===== src/rtl/fetch_pc_controller.sv =====
// fetch_pc_controller
//   Instruction-fetch PC sequencer with a one-entry fetch buffer and a
//   one-entry skid register. Keeps at most one instruction-memory request
//   outstanding, follows redirects from execute, and drops any response that
//   belongs to a fetch made obsolete by a redirect.
//
// Handshake (memory side): while imem_req=1 the address is held stable; the
//   request completes in the cycle imem_rvalid=1 (which may be the same cycle
//   the request first appears). Decode side: the buffer entry is consumed in
//   every cycle with InstrValidF=1 and StallF=0.
//
// Ports
//   clk, rst         clock, synchronous active-high reset
//   StallF           decode does not accept the buffered instruction
//   PCSrcE           redirect this cycle, target in PCTargetE (bits [1:0] ignored)
//   imem_req/addr    memory request and word-aligned address
//   imem_rvalid/rdata memory response
//   PCF, PCPlus4F    next PC to fetch and PCF+4
//   InstrF/InstrPCF/InstrValidF  fetch buffer contents
//   fsm_state        current FSM state (0=FETCH, 1=SKID, 2=DRAIN) for observation
module fetch_pc_controller #(
  parameter logic [31:0] RESET_PC = 32'h0000_0000
) (
  input  logic        clk,
  input  logic        rst,
  input  logic        StallF,
  input  logic        PCSrcE,
  input  logic [31:0] PCTargetE,
  output logic        imem_req,
  output logic [31:0] imem_addr,
  input  logic        imem_rvalid,
  input  logic [31:0] imem_rdata,
  output logic [31:0] PCF,
  output logic [31:0] PCPlus4F,
  output logic [31:0] InstrF,
  output logic [31:0] InstrPCF,
  output logic        InstrValidF,
  output logic [1:0]  fsm_state
);

  localparam logic [31:0] NOP      = 32'h0000_0013;
  localparam logic [31:0] PC_RESET = RESET_PC & ~32'h3;

  typedef enum logic [1:0] {
    FETCH = 2'd0,
    SKID  = 2'd1,
    DRAIN = 2'd2
  } state_t;

  state_t      state_q, state_d;
  logic [31:0] pc_q, pc_d;
  logic [31:0] req_addr_q, req_addr_d;
  logic [31:0] instr_q, instr_d;
  logic [31:0] instr_pc_q, instr_pc_d;
  logic        valid_q, valid_d;
  logic [31:0] skid_instr_q, skid_instr_d;
  logic [31:0] skid_pc_q, skid_pc_d;

  logic [31:0] target;
  logic [31:0] pc_plus4;
  logic        consume;

  assign target   = PCTargetE & ~32'h3;
  assign pc_plus4 = pc_q + 32'd4;
  assign consume  = valid_q && !StallF;

  always_comb begin
    state_d      = state_q;
    pc_d         = pc_q;
    req_addr_d   = req_addr_q;
    instr_d      = instr_q;
    instr_pc_d   = instr_pc_q;
    valid_d      = valid_q;
    skid_instr_d = skid_instr_q;
    skid_pc_d    = skid_pc_q;

    case (state_q)
      FETCH: begin
        if (PCSrcE) begin
          pc_d    = target;
          valid_d = 1'b0;
          if (imem_rvalid) begin
            // Response completes now and is dropped; target fetch starts next cycle.
            req_addr_d = target;
            state_d    = FETCH;
          end else begin
            // Old request still in flight: keep its address until it returns.
            state_d = DRAIN;
          end
        end else if (imem_rvalid) begin
          pc_d       = pc_plus4;
          req_addr_d = pc_plus4;
          if (!valid_q || consume) begin
            instr_d    = imem_rdata;
            instr_pc_d = req_addr_q;
            valid_d    = 1'b1;
          end else begin
            skid_instr_d = imem_rdata;
            skid_pc_d    = req_addr_q;
            state_d      = SKID;
          end
        end else if (consume) begin
          valid_d = 1'b0;
        end
      end

      SKID: begin
        if (PCSrcE) begin
          // No request is outstanding in SKID, so the target is fetched directly.
          pc_d       = target;
          req_addr_d = target;
          valid_d    = 1'b0;
          state_d    = FETCH;
        end else if (!StallF) begin
          instr_d    = skid_instr_q;
          instr_pc_d = skid_pc_q;
          valid_d    = 1'b1;
          state_d    = FETCH;
        end
      end

      DRAIN: begin
        if (PCSrcE) begin
          pc_d = target;
        end
        if (PCSrcE || consume) begin
          valid_d = 1'b0;
        end
        if (imem_rvalid) begin
          // Stale response discarded; fetch resumes at the latest target.
          req_addr_d = PCSrcE ? target : pc_q;
          state_d    = FETCH;
        end
      end

      default: begin
        state_d = FETCH;
      end
    endcase
  end

  always_ff @(posedge clk) begin
    if (rst) begin
      state_q      <= FETCH;
      pc_q         <= PC_RESET;
      req_addr_q   <= PC_RESET;
      instr_q      <= NOP;
      instr_pc_q   <= 32'h0;
      valid_q      <= 1'b0;
      skid_instr_q <= NOP;
      skid_pc_q    <= 32'h0;
    end else begin
      state_q      <= state_d;
      pc_q         <= pc_d;
      req_addr_q   <= req_addr_d;
      instr_q      <= instr_d;
      instr_pc_q   <= instr_pc_d;
      valid_q      <= valid_d;
      skid_instr_q <= skid_instr_d;
      skid_pc_q    <= skid_pc_d;
    end
  end

  // The request is suppressed while rst is high so nothing is issued in the
  // reset cycle, even before the state register has been cleared.
  assign imem_req    = !rst && (state_q != SKID);
  assign imem_addr   = req_addr_q;
  assign PCF         = pc_q;
  assign PCPlus4F    = pc_plus4;
  assign InstrF      = instr_q;
  assign InstrPCF    = instr_pc_q;
  assign InstrValidF = valid_q;
  assign fsm_state   = state_q;

endmodule


===== config.mk =====
export PLATFORM = sky130hd
export DESIGN_NAME = fetch_pc_controller
export DESIGN_NICKNAME = d
export VERILOG_FILES = /design/src/rtl/fetch_pc_controller.sv
export SDC_FILE = /design/constraint.sdc
export NUM_CORES = 1
export LEC_CHECK = 0
export ABC_AREA = 1
export BUFFER_PORTS_ARGS = -buffer_cell sky130_fd_sc_hd__buf_2
export CELL_PAD_IN_SITES_DETAIL_PLACEMENT = 0
export CELL_PAD_IN_SITES_GLOBAL_PLACEMENT = 1
export CORE_AREA = 3 3 164 166
export CTS_CLUSTER_DIAMETER = 40
export DETAILED_ROUTE_END_ITERATION = 10
export DIE_AREA = 0 0 167 169
export HOLD_SLACK_MARGIN = 0.08
export PLACE_DENSITY = 0.89
export SYNTH_ARGS = -nofsm -noshare
export SYNTH_HDL_FRONTEND = slang
export SYNTH_SLANG_ARGS = --single-unit

===== constraint.sdc =====
create_clock -name clk -period 1.9 [get_ports clk]
set_input_delay 0.38 -clock clk [delete_from_list [all_inputs] [get_ports clk]]
set_output_delay 0.38 -clock clk [all_outputs]
set_load 0.01 [all_outputs]

# After elaboration in Yosys (flattened, before gate mapping)
# Cells that the tools add are included.
# Widths: inputs -> output; s select.
# word_totals
register_bits,195
elab_cells,82
input_bits,69
# op_classes
n_reduce_logical,18
n_bitwise,2
eq_ne,16
n_addsub,1
mux,37
# ops
op,count
$mux 32,17
$pmux 32 s2,3
$pmux 32 s3,1
$add 32x3->32 const B,1
$ne 2x2->1 const B,8
$mux 2,7
$reduce_and 4->1,3
$ne 3x3->1 const B,3
$ne 4x4->1 const B,2
$mux 1,7
$pmux 2 s3,1
$reduce_and 6->1,1
$reduce_and 5->1,1
$reduce_bool 2->1,2
$logic_not 1->1,3
$pmux 1 s3,1
$reduce_bool 3->1,1
$eq 2x1->1 const B,1
$eq 2x2->1 const B,1
$logic_and 1x1->1,2
$logic_not 2->1,1
$logic_or 1x1->1,2
$ne 2x1->1 const B,1
$not 1->1,2
2 further kinds,2

# Longest topological paths before layout
# logic_depth
depth_word,7
ltp_mapped,12

# Worst setup path after synthesis
# OpenSTA, ideal clock, no wires.
# synth_path
path_kind,register to register
from,reg state_q[0] (netlist: fsm_state[0])
to,reg instr_pc_q[15] (netlist: InstrPCF[15])
path_buffers,2
path_stages_with_launch,10
setup_slack_ps,96
arrival_time_ps,1667
path_cell_list,dfxtp_1 inv_1 ha_1 nand2_1 and3_1 nand2_1 inv_2 buf_4 clkbuf_1 a31oi_1
# synth_between
elab_chain_len,3
word_cells_on_any_way,10
cone_classes,eq/ne: 6; mux: 1; reduce/logical: 3
# synth_lines
item,line_no,rtl
from (decl),50,"state_t state_q, state_d;"
from (signal assigned),153,state_q <= state_d;
$eq 2x1->1 / $logic_not 2->1 (equally long branches),77,case (state_q)
$ne 2x2->1 (no source line) / $reduce_bool 2->1 (equally long branches),--,
$reduce_and 6->1 (no source line),--,
to (signal assigned),157,instr_pc_q <= instr_pc_d;
to (decl),54,"logic [31:0] instr_pc_q, instr_pc_d;"
# Several ways; a longest one is shown, not always the timed one.
# A chain may end at the register's enable or synchronous reset.

# Worst setup path in the final report
# layout_path
from,reg pc_q[3] (netlist: PCF[3])
to,out PCPlus4F[15]
# layout_between
elab_chain_len,1
# layout_lines
item,line_no,rtl
from (decl),51,"logic [31:0] pc_q, pc_d;"
from (signal assigned),154,pc_q <= pc_d;
$add 32x3->32,64,assign pc_plus4 = pc_q + 32'd4;
to (decl),34,"output logic [31:0] PCPlus4F,"
# Every way passes these cells.

==> run_results.csv <==
group,metric,value,unit
outcome,status,"complete, but fails checks",
outcome,violations,"negative setup slack",
synthesis,yosysSeqAreaShare,41.6,%
worst_setup_path,critPathTopFamily,"simple AND/OR/NAND/NOR gates",
clock_network,cts.clk_slew.worst_paths,80,ps
sta,slew_headroom,69.5,%
worst_setup_path,worstSetupPathType,"flip-flop to primary output",
sta,rsz0062_at_grt,"yes",
clock_network,insertion_delay,440,ps
power_and_ir_drop,ir_drop,0.000668,V
floorplanning,dieArea,28200,um2
drt,route.vias.total,10400,
sta,hold_viol_final,0,
sta,fmax,443,MHz
synthesis,ys_types,33,
drt,wl_per_cell,17.2,um
synthesis,synthArstFlopShare,0,%
worst_setup_path,cp_max_fo,5,
sta,layout_setup_ws,-357,ps
placed_design,globalplace.congestion,0.893,
synthesis,synthCells,1378,
drt,drt-pass1-iter-count,5,
grt,grt_pass1_wl,51.5,mm
grt,grt_pass1_vias,9442,
final_layout,fin_nets,1708,
power_and_ir_drop,cellLeakagePower,5.85,nW
synthesis,yosys-top-cells-area,"dfxtp_1, nand2_1, o21ai_0",
clock_network,htreeDepth,4,
synthesis,netlist_area,9380,um2
placed_design,hpwl,21.6,mm
clock_network,cts_buffer_depth,2,
sta,finalClockSkew,17.6,ps
drt,detail-route-antenna-nets,0,
sta,period_share,119,%
worst_setup_path,path_buf_inv,3,
final_layout,areaGrowthSynthToFinish,34.3,%
synthesis,yosys.area.top_type_share,41.6,%
min_path,holdPathStages,3,
drt,via_per_inst,5.27,
min_path,hold_path_class,"input pin to flip-flop",
synthesis,ys_ff_latch,195,
synthesis,syn_nets,1452,
final_layout,drive_gt1_share,28.3,%
placed_design,portBuffers,230,
synthesis,yosysTopAreaCell,"dfxtp_1",
grt,overflow,0,
floorplanning,dieHeight,169,um
worst_setup_path,worst_setup_path_end_kind,"primary output",
drt,drt_wl_total,34.1,mm
worst_setup_path,r2r-start,"PCF[3]",
power_and_ir_drop,p_per_area,1590,nW/um2
worst_setup_path,r2r_setup_slack,-160,ps
clock_network,cts_sinks,195,
worst_setup_path,crit_top_cell,"buf_6",
worst_setup_path,crit_path_start_kind,"flip-flop",
floorplanning,rows,59,
worst_setup_path,path_cells,"buf_6, nand2_4, nor2_4, nand2_2, nor2_4, buf_6, xor2_4, buf_6",
floorplanning,core_area,25800,um2
floorplanning,die_w,167,um
synthesis,ys_warn_count,0,
worst_setup_path,worstReg2RegEnd,"PCF[5]",
final_layout,layout_commonest_cell,"nand2_1",
final_layout,ff_latch_area,3920,um2
worst_setup_path,r2r_cells,16,
sta,min_period,2260,ps
sta,slew_violations,0,
synthesis,syn_area_per_cell,6.81,um2
worst_setup_path,cpPeakStageDelay,370,ps
worst_setup_path,crit_arrival,1880,ps
placed_design,pre_cts_slack,-48.0,ps
drt,drt-initial-drc-count,893,
grt,grt.total_usage,22.5,%
final_layout,fill_cells,2547,
grt,grt_max_degree,112,
sta,whs,171,ps
synthesis,synth_enable_flop_cells,0,
floorplanning,start_util,36.4,%
synthesis,synth_flop_cell,"dfxtp_1",
floorplanning,io_pins,233,
clock_network,numCtsBuffers,17,
worst_setup_path,cp.required,1520,ps
sta,finalSetupViolCount,30,
job,maxCapViolations,0,
worst_setup_path,critPathSlowestCell,"dfxtp_4",
final_layout,multiInputGateArea,5140,um2
clock_network,ctsHoldBuffers,0,
min_path,min_to,"skid_instr_q[13]",
clock_network,cts_tree,"done",
final_layout,layout_common_cells,"nand2_1, buf_2, o21ai_0, dfxtp_1, nor2_1",
clock_network,cts-root-buf,"clkbuf_16",
sta,tightest_slew,458,ps
grt,antenna_found_initial,2,
min_path,min-delay-start,"imem_rdata[13]",
drt,drc,0,
cell families (layout without fill, tap and decap cells):
group,count (synthesis),after routing,share of synthesized area [%]
AOI/OAI and AO/OA,387,387,22.4
xor gates and xnor gates,15,15,1.88
adders and majority gates,5,5,0.667
buffers and inverters,150,419,6.80
DFF,195,195,41.6
other,0,1,0
and+or+nand+nor,626,626,26.7
stage by stage:
step / total power (W) / TNS, ps / area [um2] / util, % / std cells
after floorplan: 0.0111 / 0 / 9380 / - / 1378
after global placement: 0.0150 / -45.2 / 11200 / 43.7 / 1919
after detailed placement: 0.0151 / -88.2 / 11200 / 43.7 / 1919
after CTS: 0.0194 / -7840 / 12300 / 47.7 / 1971
after global routing: 0.0213 / -10290 / 12600 / 48.9 / 1983
final: 0.0201 / -7410 / 12600 / 48.9 / 1983
synthesized netlist by cell type, types with 2 or more instances:
master and count:
xor2_1 7, o21ai_0 201, nand2_2 4, buf_2 22, inv_1 44, a221oi_1 7, inv_2 7, and2_1 3
xnor2_1 2, o311ai_0 3, xor2_2 6, buf_4 10, a21oi_1 83, o211ai_1 2, a211oi_1 3, nor3_1 2
nand2_4 2, clkbuf_1 66, nor2_4 9, nor2_1 179, dfxtp_1 195, nand2_1 396, nand3_1 26, a31oi_1 86
ha_1 5
area by class of cell:
cell class,count,share of cell area [%]
antenna,1,0.0199
clock buffer,18,3.48
clock inverter,14,1.22
inverter,51,1.62
multi-input combinational,1033,40.7
sequential,195,31.1
tap,335,3.33
timing repair buffer,336,18.5
power by group:
part	switching [W]	internal (W)	total, W
Combinational	0.00590	0.00407	0.00997
Sequential	0.00117	0.00531	0.00648
Clock	0.00184	0.00181	0.00365
Total	0.00890	0.0112	0.0201
tightest hold or removal path, delay by kind of cell:
| family | cells | cell delay, ps |
|---|---|---|
| and+or+nand+nor | 2 | 120 |
| buffers and inverters | 1 | 90 |
state kept, by name (all words and copies together) (netlist names):
signal        count
imem_addr        32
skid_pc_q        32
InstrPCF         32
fsm_state         2
InstrValidF       1
InstrF           32
skid_instr_q     32
PCF              32
per-layer routing:
layer	global-route usage, %	up-vias	routed length, um
li1	-	5091	-
met1	30.8	4818	14900
met2	35.2	470	15400
met3	4.72	65	2830
met4	8.32	2	926
met5	0	-	13
worst max-delay path by stage:
| stage | startpoint | to | slack [ps] | depth (start not counted) |
|---|---|---|---|---|
| finish | PCF[3] | PCPlus4F[15] | -360 | 8 |
| global route | PCF[3] | PCPlus4F[21] | -440 | 8 |
| CTS | PCF[3] | PCPlus4F[15] | -350 | 8 |
| detailed placement | PCF[2] | PCPlus4F[16] | -50 | 7 |
| global placement | PCF[2] | PCPlus4F[16] | -30 | 7 |
| floorplan | fsm_state[0] | InstrPCF[15] | 100 | 9 |
what timing repair did:
action,4_1_cts,5_1_grt
setup endpoints to repair,29,105
hold endpoints to repair,0,0
pin swaps,18,24
setup buffers,19,9
gates resized for setup,52,53
gates cloned,2,4
Note: power is estimated with default switching activity, not from simulation.
